File: src/rtl/uart_rx_unit_if.sv
// Receive-side bundle for uart_rx_unit: serial line in, byte FIFO read port,
// status flags and the FSM state for observation.
interface uart_rx_unit_if;
  logic       uart_input_line;
  logic       uart_fifo_read_en;
  logic [7:0] uart_fifo_data;
  logic       fifo_empty;
  logic       fifo_out_valid;
  logic       frame_error;
  logic       overrun;
  logic       parity_error;
  logic [2:0] rx_state;

  // Read handshake: uart_fifo_read_en while !fifo_empty pops the head byte;
  // that byte appears on uart_fifo_data with fifo_out_valid high for exactly
  // the next cycle. A request while fifo_empty is ignored (no valid pulse).
  modport slave (
    input  uart_input_line, uart_fifo_read_en,
    output uart_fifo_data, fifo_empty, fifo_out_valid,
    output frame_error, overrun, parity_error, rx_state
  );

  modport master (
    output uart_input_line, uart_fifo_read_en,
    input  uart_fifo_data, fifo_empty, fifo_out_valid,
    input  frame_error, overrun, parity_error, rx_state
  );
endinterface

File: src/rtl/uart_rx_unit.sv
// UART receiver (8 data bits, LSB first) feeding a DEPTH-entry byte FIFO.
// Define UART_RX_PARITY_EN to expect an even parity bit before the stop bit.
module uart_rx_unit #(
  parameter int DEPTH      = 32,
  parameter int CLOCK_FREQ = 50_000_000,
  parameter int BAUD_RATE  = 115200
) (
  input logic         clk,
  input logic         rst,
  uart_rx_unit_if.slave bus
);
  localparam int BAUD_TICKS = CLOCK_FREQ / BAUD_RATE;
  localparam int CNT_W      = $clog2(BAUD_TICKS + 1);
  localparam int AW         = $clog2(DEPTH);

  localparam logic [CNT_W-1:0] HALF_M1 = CNT_W'(BAUD_TICKS / 2 - 1);
  localparam logic [CNT_W-1:0] FULL_M1 = CNT_W'(BAUD_TICKS - 1);

  localparam logic [2:0] IDLE   = 3'd0;
  localparam logic [2:0] START  = 3'd1;
  localparam logic [2:0] DATA   = 3'd2;
  localparam logic [2:0] PARITY = 3'd3;
  localparam logic [2:0] STOP   = 3'd4;
  localparam logic [2:0] BREAK  = 3'd5;

  logic             sync1, sync2, sync_prev;
  logic [2:0]       state;
  logic [CNT_W-1:0] baud_cnt;
  logic [2:0]       bit_idx;
  logic [7:0]       shift;
  logic             tick;
  logic             par_ok;
  logic             push;

  assign tick = (baud_cnt == FULL_M1);

`ifdef UART_RX_PARITY_EN
  logic par_bad;
  assign par_ok = !par_bad;
`else
  assign par_ok = 1'b1;
`endif

  // A byte is accepted on the stop-bit sample; errors are registered pulses.
  assign push = (state == STOP) && tick && sync2 && par_ok;

  always_ff @(posedge clk) begin
    if (rst) begin
      sync1           <= 1'b1;
      sync2           <= 1'b1;
      sync_prev       <= 1'b1;
      state           <= IDLE;
      baud_cnt        <= '0;
      bit_idx         <= '0;
      shift           <= '0;
      bus.frame_error <= 1'b0;
`ifdef UART_RX_PARITY_EN
      par_bad          <= 1'b0;
      bus.parity_error <= 1'b0;
`endif
    end else begin
      sync1           <= bus.uart_input_line;
      sync2           <= sync1;
      sync_prev       <= sync2;
      bus.frame_error <= 1'b0;
`ifdef UART_RX_PARITY_EN
      bus.parity_error <= 1'b0;
`endif
      case (state)
        IDLE: begin
          baud_cnt <= '0;
          bit_idx  <= '0;
          if (sync_prev && !sync2) state <= START;
        end
        START: begin
          if (baud_cnt == HALF_M1) begin
            baud_cnt <= '0;
            state    <= sync2 ? IDLE : DATA;
          end else begin
            baud_cnt <= baud_cnt + 1'b1;
          end
        end
        DATA: begin
          if (tick) begin
            baud_cnt <= '0;
            shift    <= {sync2, shift[7:1]};
            bit_idx  <= bit_idx + 1'b1;
`ifdef UART_RX_PARITY_EN
            if (bit_idx == 3'd7) state <= PARITY;
`else
            if (bit_idx == 3'd7) state <= STOP;
`endif
          end else begin
            baud_cnt <= baud_cnt + 1'b1;
          end
        end
        PARITY: begin
`ifdef UART_RX_PARITY_EN
          if (tick) begin
            baud_cnt <= '0;
            par_bad  <= (sync2 != ^shift);
            state    <= STOP;
          end else begin
            baud_cnt <= baud_cnt + 1'b1;
          end
`else
          state <= IDLE;
`endif
        end
        STOP: begin
          if (tick) begin
            baud_cnt <= '0;
            if (!sync2) begin
              bus.frame_error <= 1'b1;
              state           <= BREAK;
            end else begin
`ifdef UART_RX_PARITY_EN
              bus.parity_error <= par_bad;
`endif
              state <= IDLE;
            end
          end else begin
            baud_cnt <= baud_cnt + 1'b1;
          end
        end
        BREAK: begin
          // Held-low line must return high before another start is seen.
          if (sync2) state <= IDLE;
        end
        default: state <= IDLE;
      endcase
    end
  end

`ifndef UART_RX_PARITY_EN
  assign bus.parity_error = 1'b0;
`endif

  logic [7:0]  mem [DEPTH];
  logic [AW-1:0] wr_ptr, rd_ptr;
  logic [AW:0]   count;
  logic          full, pop, push_ok;

  // Occupancy never exceeds DEPTH, so its MSB alone marks full.
  assign full    = count[AW];
  assign pop     = bus.uart_fifo_read_en && (count != '0);
  assign push_ok = push && !full;

  always_ff @(posedge clk) begin
    if (push_ok) mem[wr_ptr] <= shift;
  end

  always_ff @(posedge clk) begin
    if (rst) begin
      wr_ptr             <= '0;
      rd_ptr             <= '0;
      count              <= '0;
      bus.uart_fifo_data <= 8'h00;
      bus.fifo_out_valid <= 1'b0;
      bus.overrun        <= 1'b0;
    end else begin
      bus.fifo_out_valid <= pop;
      if (pop) begin
        bus.uart_fifo_data <= mem[rd_ptr];
        rd_ptr             <= rd_ptr + 1'b1;
      end
      if (push_ok) wr_ptr <= wr_ptr + 1'b1;
      if (push && full) bus.overrun <= 1'b1;
      case ({push_ok, pop})
        2'b10:   count <= count + 1'b1;
        2'b01:   count <= count - 1'b1;
        default: count <= count;
      endcase
    end
  end

  assign bus.fifo_empty = (count == '0);
  assign bus.rx_state   = state;
endmodule

File: src/flat_wrapper.sv
// flat-port wrapper written by rule: the top's interface ports become plain ports
module uart_rx_unit_flat 
#(
  parameter int DEPTH      = 32,
  parameter int CLOCK_FREQ = 50_000_000,
  parameter int BAUD_RATE  = 115200
)
  (clk, rst, bus_uart_input_line, bus_uart_fifo_read_en, bus_uart_fifo_data, bus_fifo_empty, bus_fifo_out_valid, bus_frame_error, bus_overrun, bus_parity_error, bus_rx_state);
  uart_rx_unit_if bus_i ();
  input logic clk;
  input logic rst;
  input wire logic [$bits(bus_i.uart_input_line)-1:0] bus_uart_input_line;
  input wire logic [$bits(bus_i.uart_fifo_read_en)-1:0] bus_uart_fifo_read_en;
  output wire logic [$bits(bus_i.uart_fifo_data)-1:0] bus_uart_fifo_data;
  output wire logic [$bits(bus_i.fifo_empty)-1:0] bus_fifo_empty;
  output wire logic [$bits(bus_i.fifo_out_valid)-1:0] bus_fifo_out_valid;
  output wire logic [$bits(bus_i.frame_error)-1:0] bus_frame_error;
  output wire logic [$bits(bus_i.overrun)-1:0] bus_overrun;
  output wire logic [$bits(bus_i.parity_error)-1:0] bus_parity_error;
  output wire logic [$bits(bus_i.rx_state)-1:0] bus_rx_state;
  assign bus_i.uart_input_line = bus_uart_input_line;
  assign bus_i.uart_fifo_read_en = bus_uart_fifo_read_en;
  assign bus_uart_fifo_data = bus_i.uart_fifo_data;
  assign bus_fifo_empty = bus_i.fifo_empty;
  assign bus_fifo_out_valid = bus_i.fifo_out_valid;
  assign bus_frame_error = bus_i.frame_error;
  assign bus_overrun = bus_i.overrun;
  assign bus_parity_error = bus_i.parity_error;
  assign bus_rx_state = bus_i.rx_state;
  uart_rx_unit #(.DEPTH(DEPTH), .CLOCK_FREQ(CLOCK_FREQ), .BAUD_RATE(BAUD_RATE)) u_core (.clk(clk), .rst(rst), .bus(bus_i));
endmodule
File: config.mk
export PLATFORM = sky130hd
export DESIGN_NAME = uart_rx_unit_flat
export DESIGN_NICKNAME = d
export VERILOG_FILES = /design/src/rtl/uart_rx_unit_if.sv /design/src/rtl/uart_rx_unit.sv /design/src/flat_wrapper.sv
export SDC_FILE = /design/constraint.sdc
export NUM_CORES = 1
export LEC_CHECK = 0
export BUFFER_PORTS_ARGS = -buffer_cell sky130_fd_sc_hd__clkbuf_2
export CAP_MARGIN = 20
export CELL_PAD_IN_SITES_DETAIL_PLACEMENT = 0
export CELL_PAD_IN_SITES_GLOBAL_PLACEMENT = 2
export CORE_ASPECT_RATIO = 1.25
export CORE_MARGIN = 10
export CORE_UTILIZATION = 30
export CTS_BUF_LIST = sky130_fd_sc_hd__clkbuf_2
export DETAILED_ROUTE_END_ITERATION = 10
export GPL_ROUTABILITY_DRIVEN = 0
export GPL_TIMING_DRIVEN = 0
export PLACE_DENSITY_LB_ADDON = 0.1
export SETUP_SLACK_MARGIN = 0.05
export SLEW_MARGIN = 40
export SYNTH_ARGS = -nofsm -noshare
export SYNTH_HDL_FRONTEND = slang
export SYNTH_SLANG_ARGS = --single-unit
File: constraint.sdc
create_clock -name clk -period 9.51 [get_ports clk]
set_input_delay 1.902 -clock clk [delete_from_list [all_inputs] [get_ports clk]]
set_output_delay 1.902 -clock clk [all_outputs]
set_load 0.01 [all_outputs]
* Yosys cells after proc, flatten, opt, wreduce, memory -nomap -nowiden
Memory sizes are Yosys's and may differ from the RTL's. A register that Yosys moved wholly into a read port is not among the register bits.
Index checks and enable logic that the tools add are counted.
** Storage, ports and cells
- Bits of input ports :: 4
- Output and inout port bits :: 16
- RAM bits :: 256
- Memories :: 1
- Bits in registers :: 45
- Word-level logic and storage cells :: 74
** Memories
- u_core.mem :: depth 32, bits a word 8, rd ports 1, clocked after memory_dff 1, write ports 1, line uart_rx_unit.sv:139 : logic [7:0] mem [DEPTH];
** Cells by class
- Bitwise gates (word level) :: 2
- $add $sub $neg :: 6
- Eq/ne operators :: 15
- Mux-type cells :: 18
- Reduce and logical (&&, ||, !) cells :: 19
** Operator list (count)
- 9-bit case mux with 3 select lines :: 1
- 3-bit 2-to-1 mux :: 8
- 9-bit 2-to-1 mux :: 2
- 3-bit case mux with 5 select lines :: 1
- 2-bit by 1-bit inequality test with 1-bit output (second input constant) :: 6
- 6-bit case mux with 2 select lines :: 1
- 5-bit by 1-bit adder with 5-bit output (second input constant) :: 2
- 9-bit by 1-bit adder with 9-bit output (second input constant) :: 1
- 3-bit equality test (second input constant) :: 3
- 9-bit by 8-bit equality test with 1-bit output (second input constant) :: 1
- 9-bit equality test (second input constant) :: 1
- 6-bit by 1-bit adder with 6-bit output (second input constant) :: 1
- 1-bit logical AND :: 6
- 6-bit logical NOT :: 1
- 3-bit case mux with 2 select lines :: 1
- 6-bit AND reduction :: 1
- 6-bit nonzero test :: 1
- 6-bit by 1-bit subtractor with 6-bit output (second input constant) :: 1
- 2-bit AND reduction :: 2
- 2-bit nonzero test :: 2
- 3-bit by 1-bit adder with 3-bit output (second input constant) :: 1
- 3-bit by 1-bit equality test with 1-bit output (second input constant) :: 1
- 3-bit by 2-bit equality test with 1-bit output (second input constant) :: 1
- 3-bit logical NOT :: 1
- 9 further kinds :: 13

* Depth between registers and ports, before layout
Gate-level depths: netlist of run 1.
- Depth after elaboration :: 6
- Depth in mapped cells :: 13
- Gate-level depth less buffers :: 13

* Worst setup path after synthesis of run 1
OpenSTA, ideal clock, no wires.
- Kind :: in2reg
- From :: input port bus_uart_fifo_read_en
- To :: register u_core.count[4]
- Required time :: 9.440 ns
- Library setup time :: 0.070 ns
- Setup slack :: 5.557 ns
- Arrival time :: 3.883 ns
- Stages :: 9
- Path through :: o31a_1 > clkbuf_1 > ha_1 > ha_1 > nor2b_1 > o21a_1 > o21ai_0 > or3b_2 > a21oi_1
** On the way
- Cells in the longest elaborated chain, start to end :: 3
** RTL lines
- start, declared :: line flat_wrapper.sv:13 : input wire logic [$bits(bus_i.uart_fifo_read_en)-1:0] bus_uart_fifo_read_en;
- 1-bit logical AND * :: line uart_rx_unit.sv:146 : assign pop = bus.uart_fifo_read_en && (count != '0);
- net u_core.pop :: line uart_rx_unit.sv:142 : logic full, pop, push_ok;
- 2-bit by 1-bit equality test with 1-bit output / 2-bit equality test (equally long branches) :: line uart_rx_unit.sv:169 : case ({push_ok, pop})
- 6-bit case mux with 2 select lines / 2-bit nonzero test (equally long branches)
- end signal, assigned :: line uart_rx_unit.sv:170 : 2'b10: count <= count + 1'b1;
- end signal, assigned :: line uart_rx_unit.sv:171 : 2'b01: count <= count - 1'b1;
- end signal, assigned :: line uart_rx_unit.sv:172 : default: count <= count;
- end, declared :: line uart_rx_unit.sv:141 : logic [AW:0] count;
The timed path passes the listed nets; every way through them passes the cells marked *.
A chain may end at the register's enable or synchronous reset.

* Final worst setup path of run 1
- From :: register u_core.count[5]
- To :: output port bus_fifo_empty
** On the way
- Cells in the longest elaborated chain, start to end :: 1
** RTL lines
- 6-bit logical NOT :: line uart_rx_unit.sv:177 : assign bus.fifo_empty = (count == '0);
- end, declared :: line flat_wrapper.sv:15 : output wire logic [$bits(bus_i.fifo_empty)-1:0] bus_fifo_empty;
Every way passes these cells.

==> results.toml, run 1 <==
[status]
status = "complete, no violations"

[synth]
synth.distinct_cells = 59
muxShareOfSynthArea_pct = 11.5
avgSynthCellArea_sq_um = 15.9
synthFlopType = "edfxtp_1"
syn_inst = 777
synth-seq-cells = 309
ys_seq_area_share_pct = 70.6
synth_top_family_by_area = "multiplexers"
synth_xor_area_share_pct = 0.778
yosysWarnings = 0
async_flop_share_pct = 0
yosys.area_share.simple_pct = 7.35
syn-cell-area_sq_mm = 0.0124
synth_fa_ha_area_share_pct = 1.68
synthesis.nets = 797
synth_compound_area_share_pct = 6.17
synth-edff-count = 256

[floorplan]
initial_utilization_pct = 30.3
die_width_um = 202
rows = 83
pin_count = 20
die_area_sq_mm = 0.0499
die_h_um = 247
coreArea_sq_mm = 0.0409

[setup_path]
cp-start-kind = "register"
cp_slowest_cell = "or4_1"
timing.critical_path.slowest_cell_delay_ns = 0.55
cp_cell_sequence = "or4_1 -> nor3_1 -> clkbuf_2"
r2r_slack_ns = 5.76
crit_arrival_ns = 2.23
required_ns = 7.61
critPathMaxFanout = 4
critPathKind = "reg -> out"
cp_top_family = "simple AND/OR/NAND/NOR gates"
worstSetupEndpointType = "output pin"
r2r_end = "u_core.count[5]$_SDFFE_PP0P_"
cp_num_buf_inv = 1
timing.rr.start = "u_core.baud_cnt[2]$_SDFFE_PP0P_"
rr_worst_depth = 11

[power]
p_total_w = 0.00244
powerDensity_mw_per_mm2 = 175
intPower_w = 0.00186
ir_worst_vdd_mv = 0.0996
netSwitchingFraction_pct = 23.8
p_leak_nw = 4.47
seqPwrFrac_pct = 59.3
pwr-share-clk_pct = 39.2
p_sw_w = 0.000580
p_comb_share_pct = 1.5

[finish]
fin_area_sq_mm = 0.0140
drive_gt1_share_pct = 25.1
fill_cells = 4074
nNetsFinal = 894
synthToLayoutAreaGrowth_pct = 12.7

[clock_network]
post-cts-setup-buffer-count = 0
cts_buffer_depth = 3
path_clk_slew_ns = 0.10
hold_buffers = 0
cts_max_level = 3
cts_resized = 0
clock_sinks = 309
cts_tree = "yes"
cts_inserted_buffers = 78
clkLatencyLatePin_ns = 0.97
cts-root-buf = "clkbuf_2"

[global_route]
grt_util_met2_pct = 22.1
grt_first_pass_wirelength_um = 47700
grt_pass1_vias = 7630
met3_usage_pct = 2.95
grt_util_met1_pct = 15.1
grt_usage_pct = 12.8
antenna_found_initial = 2
gr-total-overflow = 0
grt_max_degree = 35
grt.busiest_layer = "met2"

[sta]
setup_viol = 0
period_needed_ns = 4.13
period_share_pct = 43.5
slew_violations = 0
slew_headroom_pct = 45.3
fin_skew_ns = 0.0783
max_freq_ghz = 0.242
rsz0062_at_grt = "no"
tightest_slew_ns = 0.818
hold_viol_final = 0
tns_ns = 0

[hold_path]
whs_path_depth = 1
worstHoldStart = "u_core.sync1$_SDFF_PP1_"
hold_end = "u_core.sync2$_SDFF_PP1_"
min_path_type = "reg -> reg"

[drt]
vias_per_cell = 4.78
routed_wl_um = 31300
route.detailed.drc = 0
firstDrtPassIters = 4
wl_per_cell_um = 21.1
vias = 7112
ant_nets = 0
drtIter0Drc = 356

[placement]
dpl_cell_area_sq_mm = 0.0132
post-dp-hpwl_um = 20700
io_buffers = 17

[run]
drv_cap = 0
[registers in the layout, indices dropped and copies added (netlist names)]
name and count:
u_core.bit_idx 3, u_core.baud_cnt 9, u_core.bus.uart_fifo_data 8, u_core.bus.fifo_out_valid 1, u_core.sync_prev 1, u_core.sync1 1, u_core.wr_ptr 5, u_core.mem 256
u_core.rd_ptr 5, u_core.bus.frame_error 1, u_core.bus.overrun 1, u_core.bus.rx_state 3, u_core.shift 8, u_core.sync2 1, u_core.count 6
[power groups by stage]
stage               clock [W]  sequential [W]  combinational, W
CTS                   0.00100         0.00145         0.0000381
detailed placement          0         0.00148         0.0000376
finish               0.000956         0.00145         0.0000375
global placement            0         0.00148         0.0000367
global route          0.00107         0.00145         0.0000428
floorplan                   0         0.00148         0.0000258
[per-stage QoR]
step	util (%)	instances	hold WS [ns]	worst slack, ns
6_report	34.1	1487	0.423	5.38
5_1_grt	34.1	1487	0.454	5.20
4_1_cts	34.0	1485	0.430	5.23
3_5_place_dp	32.2	1346	0.405	4.98
3_3_place_gp	32.2	1346	0.402	5.00
2_1_floorplan	-	777	0.389	5.56
[cells in the mapped netlist, types with 8 or more instances]
cell	count	share of area (%)
buf_1	9	0.27
a21oi_1	21	0.85
a32o_1	8	0.65
nor2_1	72	2.2
clkbuf_1	23	0.70
buf_2	12	0.48
nand3_1	10	0.40
a22oi_1	17	1.0
ha_1	15	1.5
o22ai_1	15	0.76
mux2i_1	52	4.2
dfxtp_1	53	8.6
inv_1	10	0.30
a211oi_1	8	0.48
edfxtp_1	256	62
nand2_1	47	1.4
mux4_2	40	7.3
[layout make-up]
type / instances / area [sq um] / area share (%)
Antenna cell: 2 / 5.00 / 0.0358
Inverter: 10 / 37.5 / 0.269
Sequential cell: 309 / 8760 / 62.7
Tap cell: 552 / 691 / 4.95
Timing Repair Buffer: 17 / 85.1 / 0.609
Clock buffer: 115 / 576 / 4.12
Clock inverter: 24 / 174 / 1.25
Buffer: 47 / 198 / 1.42
Multi-Input combinational cell: 411 / 3440 / 24.6
[cells in the final DEF (no fill, tap or decap), types with 7 or more instances in the layout]
cell,count
xor2_1,7
o22ai_1,15
clkinv_1,15
a311oi_1,7
nor2_2,12
a211oi_1,8
mux4_2,40
dfxtp_1,45
nand3_1,10
o2111ai_1,7
edfxtp_1,256
a32o_1,8
nor2_1,60
buf_1,9
ha_1,15
clkbuf_1,23
a22oi_1,17
mux2i_1,52
inv_1,10
clkbuf_2,134
nor2b_1,7
dfxtp_2,7
buf_2,12
nand2_1,47
a21oi_1,21
[kinds of logic after synthesis]
group / Yosys count
other: 1
muxes: 92
and+or+nand+nor: 184
adders and majority gates: 16
xor gates and xnor gates: 11
buffers and inverters: 57
DFF: 309
AOI/OAI and AO/OA: 107
[routing by layer]
layer,part of all wire (%),vias to the layer above
li1,-,3295
met1,42,3585
met2,51,178
met3,5.0,52
met4,2.2,2
met5,0.042,-
[how the worst max path moves through the flow]
stage | startpoint | end | slack, ns | depth (start not counted)
global route | u_core.count[5]$_SDFFE_PP0P_ | bus_fifo_empty | 5.20 | 3
floorplan | bus_uart_fifo_read_en | u_core.count[4]$_SDFFE_PP0P_ | 5.56 | 9
CTS | u_core.count[5]$_SDFFE_PP0P_ | bus_fifo_empty | 5.23 | 3
finish | u_core.count[5]$_SDFFE_PP0P_ | bus_fifo_empty | 5.38 | 3
global placement | bus_uart_fifo_read_en | u_core.count[4]$_SDFFE_PP0P_ | 5.00 | 11
detailed placement | bus_uart_fifo_read_en | u_core.count[4]$_SDFFE_PP0P_ | 4.98 | 10
No activity file was read; power rests on OpenSTA's default activity.
==> inputs of run 2 (changes only) <==
Clock period 9.51 ns to 4.15 ns, I/O delays scaled along.
==> run 2 against run 1 <==
Setup slack got worse by 5.0 ns. Global-route usage about the same. Combinational power rose by 130%. Count of clock-buffer cells in the layout unchanged. Critical path type is now reg -> reg. Critical endpoint is now u_core.count[5]$_SDFFE_PP0P_.
==> results.toml, run 2 (synthesis results as in run 1) <==
[status]
status = "complete, no violations"

[global_route]
grt_first_pass_wirelength_um = 47700
antenna_found_initial = 2
grt_max_degree = 35
grt_pass1_vias = 7635
grt_usage_pct = 12.8
gr-total-overflow = 0

[finish]
multi_input_area_sq_mm = 0.00344
largest_register = "u_core.mem"
regArea_sq_mm = 0.00876
final_cell_mix = "edfxtp_1 (256), clkbuf_2 (134), nor2_1 (60), mux2i_1 (52), nand2_1 (47)"
largest_reg_flops = 256
fill_cells = 4073
nNetsFinal = 895
top_regs = "u_core.mem: 256 flops, u_core.baud_cnt: 9 flops"
drive_gt1_share_pct = 25.1
synthToLayoutAreaGrowth_pct = 12.8
final_util_pct = 34.2
final_common_cell = "edfxtp_1"

[sta]
tns_ns = 0
max_freq_ghz = 0.267
slew_violations = 0
rsz0062_at_grt = "no"
tightest_slew_ns = 0.847
fin_skew_ns = 0.0802
slew_headroom_pct = 43.4
hold_viol_final = 0
hold_ws_ns = 0.423
period_needed_ns = 3.75
setup_viol = 0
fin_ws_ns = 0.402
period_share_pct = 90.3

[setup_path]
timing.rr.start = "u_core.baud_cnt[2]$_SDFFE_PP0P_"
timing.critical_path.slowest_cell_delay_ns = 0.64
critPathKind = "reg -> reg"
worstSetupEndpointType = "register"
r2r_end = "u_core.count[5]$_SDFFE_PP0P_"
cp_num_buf_inv = 2
rr_worst_depth = 11
cp_common_cell = "ha_1"
crit_arrival_ns = 4.60
critPathMaxFanout = 9
cp_top_family = "simple AND/OR/NAND/NOR gates"
required_ns = 5.00
cp-start-kind = "register"
cp_cell_sequence = "clkbuf_2 -> or4b_4 -> nor4_4 -> inv_1 -> ha_1 -> ha_1 -> or4b_2 -> a311o_1 -> o211ai_1 -> xnor2_1 -> nor2_1"
cp_slowest_cell = "or4b_2"
r2r_slack_ns = 0.40

[drt]
firstDrtPassIters = 5
drtIter0Drc = 355
route.detailed.drc = 0
vias = 7102
wl_per_cell_um = 21.0
vias_per_cell = 4.77
ant_nets = 0
routed_wl_um = 31300

[clock_network]
hold_buffers = 1
cts_tree = "yes"
post-cts-setup-buffer-count = 0
cts_inserted_buffers = 78
cts_buffer_depth = 3
cts-root-buf = "clkbuf_2"
cts_max_level = 3
path_clk_slew_ns = 0.11
clock_sinks = 309
clkLatencyLatePin_ns = 0.98
cts_resized = 0

[placement]
post-dp-hpwl_um = 20700
dp_worst_setup_slack_ns = 0.348
io_buffers = 17

[floorplan]
pin_count = 20
die_width_um = 202
die_h_um = 247
initial_utilization_pct = 30.3
coreArea_sq_mm = 0.0409
die_area_sq_mm = 0.0499
rows = 83

[hold_path]
min_path_type = "reg -> reg"
hold_end = "u_core.sync2$_SDFF_PP1_"
worstHoldStart = "u_core.sync1$_SDFF_PP1_"
whs_path_depth = 1

[power]
p_sw_w = 0.00133
pwr-share-clk_pct = 39.2
intPower_w = 0.00426
ir_worst_vdd_mv = 0.228
powerDensity_mw_per_mm2 = 400
netSwitchingFraction_pct = 23.8
p_leak_nw = 4.48
p_comb_share_pct = 1.5
seqPwrFrac_pct = 59.3

[run]
drv_cap = 0
==> run 2: changes by cell type in the layout (fill, tap and decap cells not counted), sizes merged <==
cell / delta
dlygate4sd3: +1
==> run 2: worst reg2reg max path: cells and delay by family (launching register included) <==
| kind | cells | cell delay [ns] |
|---|---|---|
| AND/OR/NAND/NOR | 4 | 1.90 |
| adder cells (fa/ha/maj) | 2 | 0.60 |
| AO/OA/AOI/OAI | 2 | 0.42 |
| flip-flops | 1 | 0.31 |
| buffers and inverters | 2 | 0.26 |
| XOR/XNOR | 1 | 0.15 |
==> run 2: metrics by stage <==
| step | power [W] | instance area (sq um) | instances |
|---|---|---|---|
| 3_3_place_gp | 0.00347 | 13200 | 1346 |
| 6_report | 0.00559 | 14000 | 1488 |
| 5_1_grt | 0.00588 | 14000 | 1488 |
| 3_5_place_dp | 0.00347 | 13200 | 1346 |
| 2_1_floorplan | 0.00344 | 12400 | 777 |
| 4_1_cts | 0.00571 | 13900 | 1486 |
==> run 2: worst max path at each step <==
stage | startpoint | to | slack, ns | cells after the start
6_report | u_core.baud_cnt[2]$_SDFFE_PP0P_ | u_core.count[5]$_SDFFE_PP0P_ | 0.40 | 11
5_1_grt | u_core.baud_cnt[2]$_SDFFE_PP0P_ | u_core.count[5]$_SDFFE_PP0P_ | 0.24 | 11
4_1_cts | u_core.baud_cnt[2]$_SDFFE_PP0P_ | u_core.count[5]$_SDFFE_PP0P_ | 0.35 | 11
3_5_place_dp | u_core.baud_cnt[2]$_SDFFE_PP0P_ | u_core.count[5]$_SDFFE_PP0P_ | 0.35 | 11
3_3_place_gp | u_core.baud_cnt[2]$_SDFFE_PP0P_ | u_core.count[5]$_SDFFE_PP0P_ | 0.40 | 11
2_1_floorplan | u_core.baud_cnt[2]$_SDFFE_PP0P_ | u_core.count[5]$_SDFFE_PP0P_ | 0.78 | 11
==> run 2: final cells by class <==
type                    count  share of cell area, %
flip-flops and latches    309                   62.7
multi-input cells         411                   24.6
well taps                 552                   4.94
clock buffers             115                   4.12
plain buffers              47                   1.41
clock inverters            24                   1.24
repair buffers             18                  0.680
inverters                  10                  0.269
diodes                      2                 0.0358
==> run 2: per-layer routing <==
| metal | vias up | GRT usage (%) | wire (um) |
|---|---|---|---|
| met5 | - | 0 | 13 |
| met4 | 2 | 5.60 | 703 |
| met3 | 54 | 2.95 | 1530 |
| met2 | 170 | 22.1 | 15900 |
| met1 | 3579 | 15.1 | 13100 |
| li1 | 3297 | - | - |
==> run 2: power groups by stage <==
stage	combinational (W)	clock, W	sequential (W)
6_report	0.0000866	0.00219	0.00331
5_1_grt	0.0000988	0.00246	0.00332
4_1_cts	0.0000880	0.00230	0.00331
3_3_place_gp	0.0000842	0	0.00339
3_5_place_dp	0.0000861	0	0.00339
2_1_floorplan	0.0000592	0	0.00339
==> inputs of run 3 (changes only) <==
Settings changed: PLACE_DENSITY set to 0.59, PLACE_DENSITY_LB_ADDON 0.1 to not set.
==> run 3 against run 2 <==
Maximum frequency rose by 1.3%. First-iteration DRC count down 11%. Flip-flop and latch count stayed put. Die area stayed put. Critical endpoint unchanged.
==> results.toml, run 3 (synthesis results as in run 1) <==
[global_route]
antenna_found_initial = 1
grt_max_degree = 35
grt_usage_pct = 11.8
grt_first_pass_wirelength_um = 44300
gr-total-overflow = 0
grt_pass1_vias = 7415

[power]
ir_worst_vdd_mv = 0.146
p_leak_nw = 4.51
powerDensity_mw_per_mm2 = 404

[clock_network]
post-cts-setup-buffer-count = 0
cts_resized = 0
cts_tree = "yes"
cts_max_level = 3
clkLatencyLatePin_ns = 0.93
path_clk_slew_ns = 0.10
cts-root-buf = "clkbuf_2"
hold_buffers = 1
cts_inserted_buffers = 81
clock_sinks = 309
cts_buffer_depth = 3

[run]
drv_cap = 0

[setup_path]
r2r_end = "u_core.count[5]$_SDFFE_PP0P_"
critPathKind = "reg -> reg"
r2r_slack_ns = 0.45
cp-start-kind = "register"
timing.rr.start = "u_core.baud_cnt[2]$_SDFFE_PP0P_"
rr_worst_depth = 11
required_ns = 4.95
worstSetupEndpointType = "register"
crit_arrival_ns = 4.50
critPathMaxFanout = 9

[drt]
routed_wl_um = 28700
firstDrtPassIters = 5
ant_nets = 0
route.detailed.drc = 0
vias = 6961
wl_per_cell_um = 19.2
vias_per_cell = 4.66
drtIter0Drc = 317

[hold_path]
whs_path_depth = 1
worstHoldStart = "u_core.sync1$_SDFF_PP1_"
min_path_type = "reg -> reg"
hold_end = "u_core.sync2$_SDFF_PP1_"

[sta]
fin_skew_ns = 0.0807
slew_headroom_pct = 43.2
hold_viol_final = 0
rsz0062_at_grt = "no"
tightest_slew_ns = 0.849
setup_viol = 0
period_share_pct = 89.1
hold_ws_ns = 0.416
slew_violations = 0
tns_ns = 0
max_freq_ghz = 0.270
period_needed_ns = 3.70

[placement]
post-dp-hpwl_um = 19300
io_buffers = 17

[floorplan]
rows = 83
coreArea_sq_mm = 0.0409
die_area_sq_mm = 0.0499
die_h_um = 247
die_width_um = 202
pin_count = 20
initial_utilization_pct = 30.3

[finish]
largest_register = "u_core.mem"
final_cell_mix = "edfxtp_1 (256), clkbuf_2 (134), nor2_1 (60), mux2i_1 (52), nand2_1 (47)"
top_regs = "u_core.mem: 256 flops, u_core.baud_cnt: 9 flops"
final_common_cell = "edfxtp_1"
drive_gt1_share_pct = 25.3
largest_reg_flops = 256
nNetsFinal = 898
synthToLayoutAreaGrowth_pct = 13.4

[status]
status = "complete, no violations"
run 3: cell count changes in the layout (fill, tap and decap cells not counted), sizes merged:
cell / change
diode: +3
bufinv: +2
clkinv: +1
run 3: final cells by class:
| type | count | area (sq um) |
|---|---|---|
| Multi-Input combinational cell | 411 | 3440 |
| Buffer | 47 | 198 |
| Antenna cell | 5 | 12.5 |
| Clock buffer | 115 | 576 |
| Inverter | 10 | 37.5 |
| Timing Repair Buffer | 18 | 95.1 |
| Clock inverter | 27 | 239 |
| Sequential cell | 309 | 8760 |
| Tap cell | 552 | 691 |
| Fill cell | 4074 | 26900 |
run 3: worst max path at each step:
stage	startpoint	to	slack, ns	cells after the start
global placement	u_core.baud_cnt[2]$_SDFFE_PP0P_	u_core.count[5]$_SDFFE_PP0P_	0.39	11
CTS	u_core.baud_cnt[2]$_SDFFE_PP0P_	u_core.count[5]$_SDFFE_PP0P_	0.44	11
global route	u_core.baud_cnt[2]$_SDFFE_PP0P_	u_core.count[5]$_SDFFE_PP0P_	0.24	11
finish	u_core.baud_cnt[2]$_SDFFE_PP0P_	u_core.count[5]$_SDFFE_PP0P_	0.45	11
detailed placement	u_core.baud_cnt[2]$_SDFFE_PP0P_	u_core.count[5]$_SDFFE_PP0P_	0.39	11
floorplan	u_core.baud_cnt[2]$_SDFFE_PP0P_	u_core.count[5]$_SDFFE_PP0P_	0.78	11
run 3: per-stage QoR:
step / instances / area (sq um) / utilization, % / setup slack [ns] / total power (W)
2_1_floorplan: 777 / 12400 / - / 0.779 / 0.00344
3_3_place_gp: 1346 / 13200 / 32.2 / 0.387 / 0.00347
3_5_place_dp: 1346 / 13200 / 32.2 / 0.389 / 0.00347
4_1_cts: 1489 / 14000 / 34.2 / 0.441 / 0.00579
5_1_grt: 1494 / 14000 / 34.3 / 0.244 / 0.00596
6_report: 1494 / 14000 / 34.3 / 0.451 / 0.00568
run 3: per-layer routing:
metal	track usage [%]	part of all wire [%]	vias up
met3	2.81	4.0	59
met1	13.3	42	3453
li1	-	-	3301
met2	20.4	51	148
met5	0	0	-
met4	5.87	2.9	0
run 3: power breakdown:
part           switching [W]  internal [W]
registers         0.00000629       0.00331
clock network        0.00122       0.00106
logic              0.0000555     0.0000301
run 3: worst max-delay path, cell delays in order, from the launching register on:
cell and delay, ns:
dfxtp_1 0.31, clkbuf_2 0.16, or4b_4 0.60, nor4_4 0.61, inv_1 0.10, ha_1 0.34, ha_1 0.27, or4b_2 0.61
a311o_1 0.29, o211ai_1 0.13, xnor2_1 0.15, nor2_1 0.05
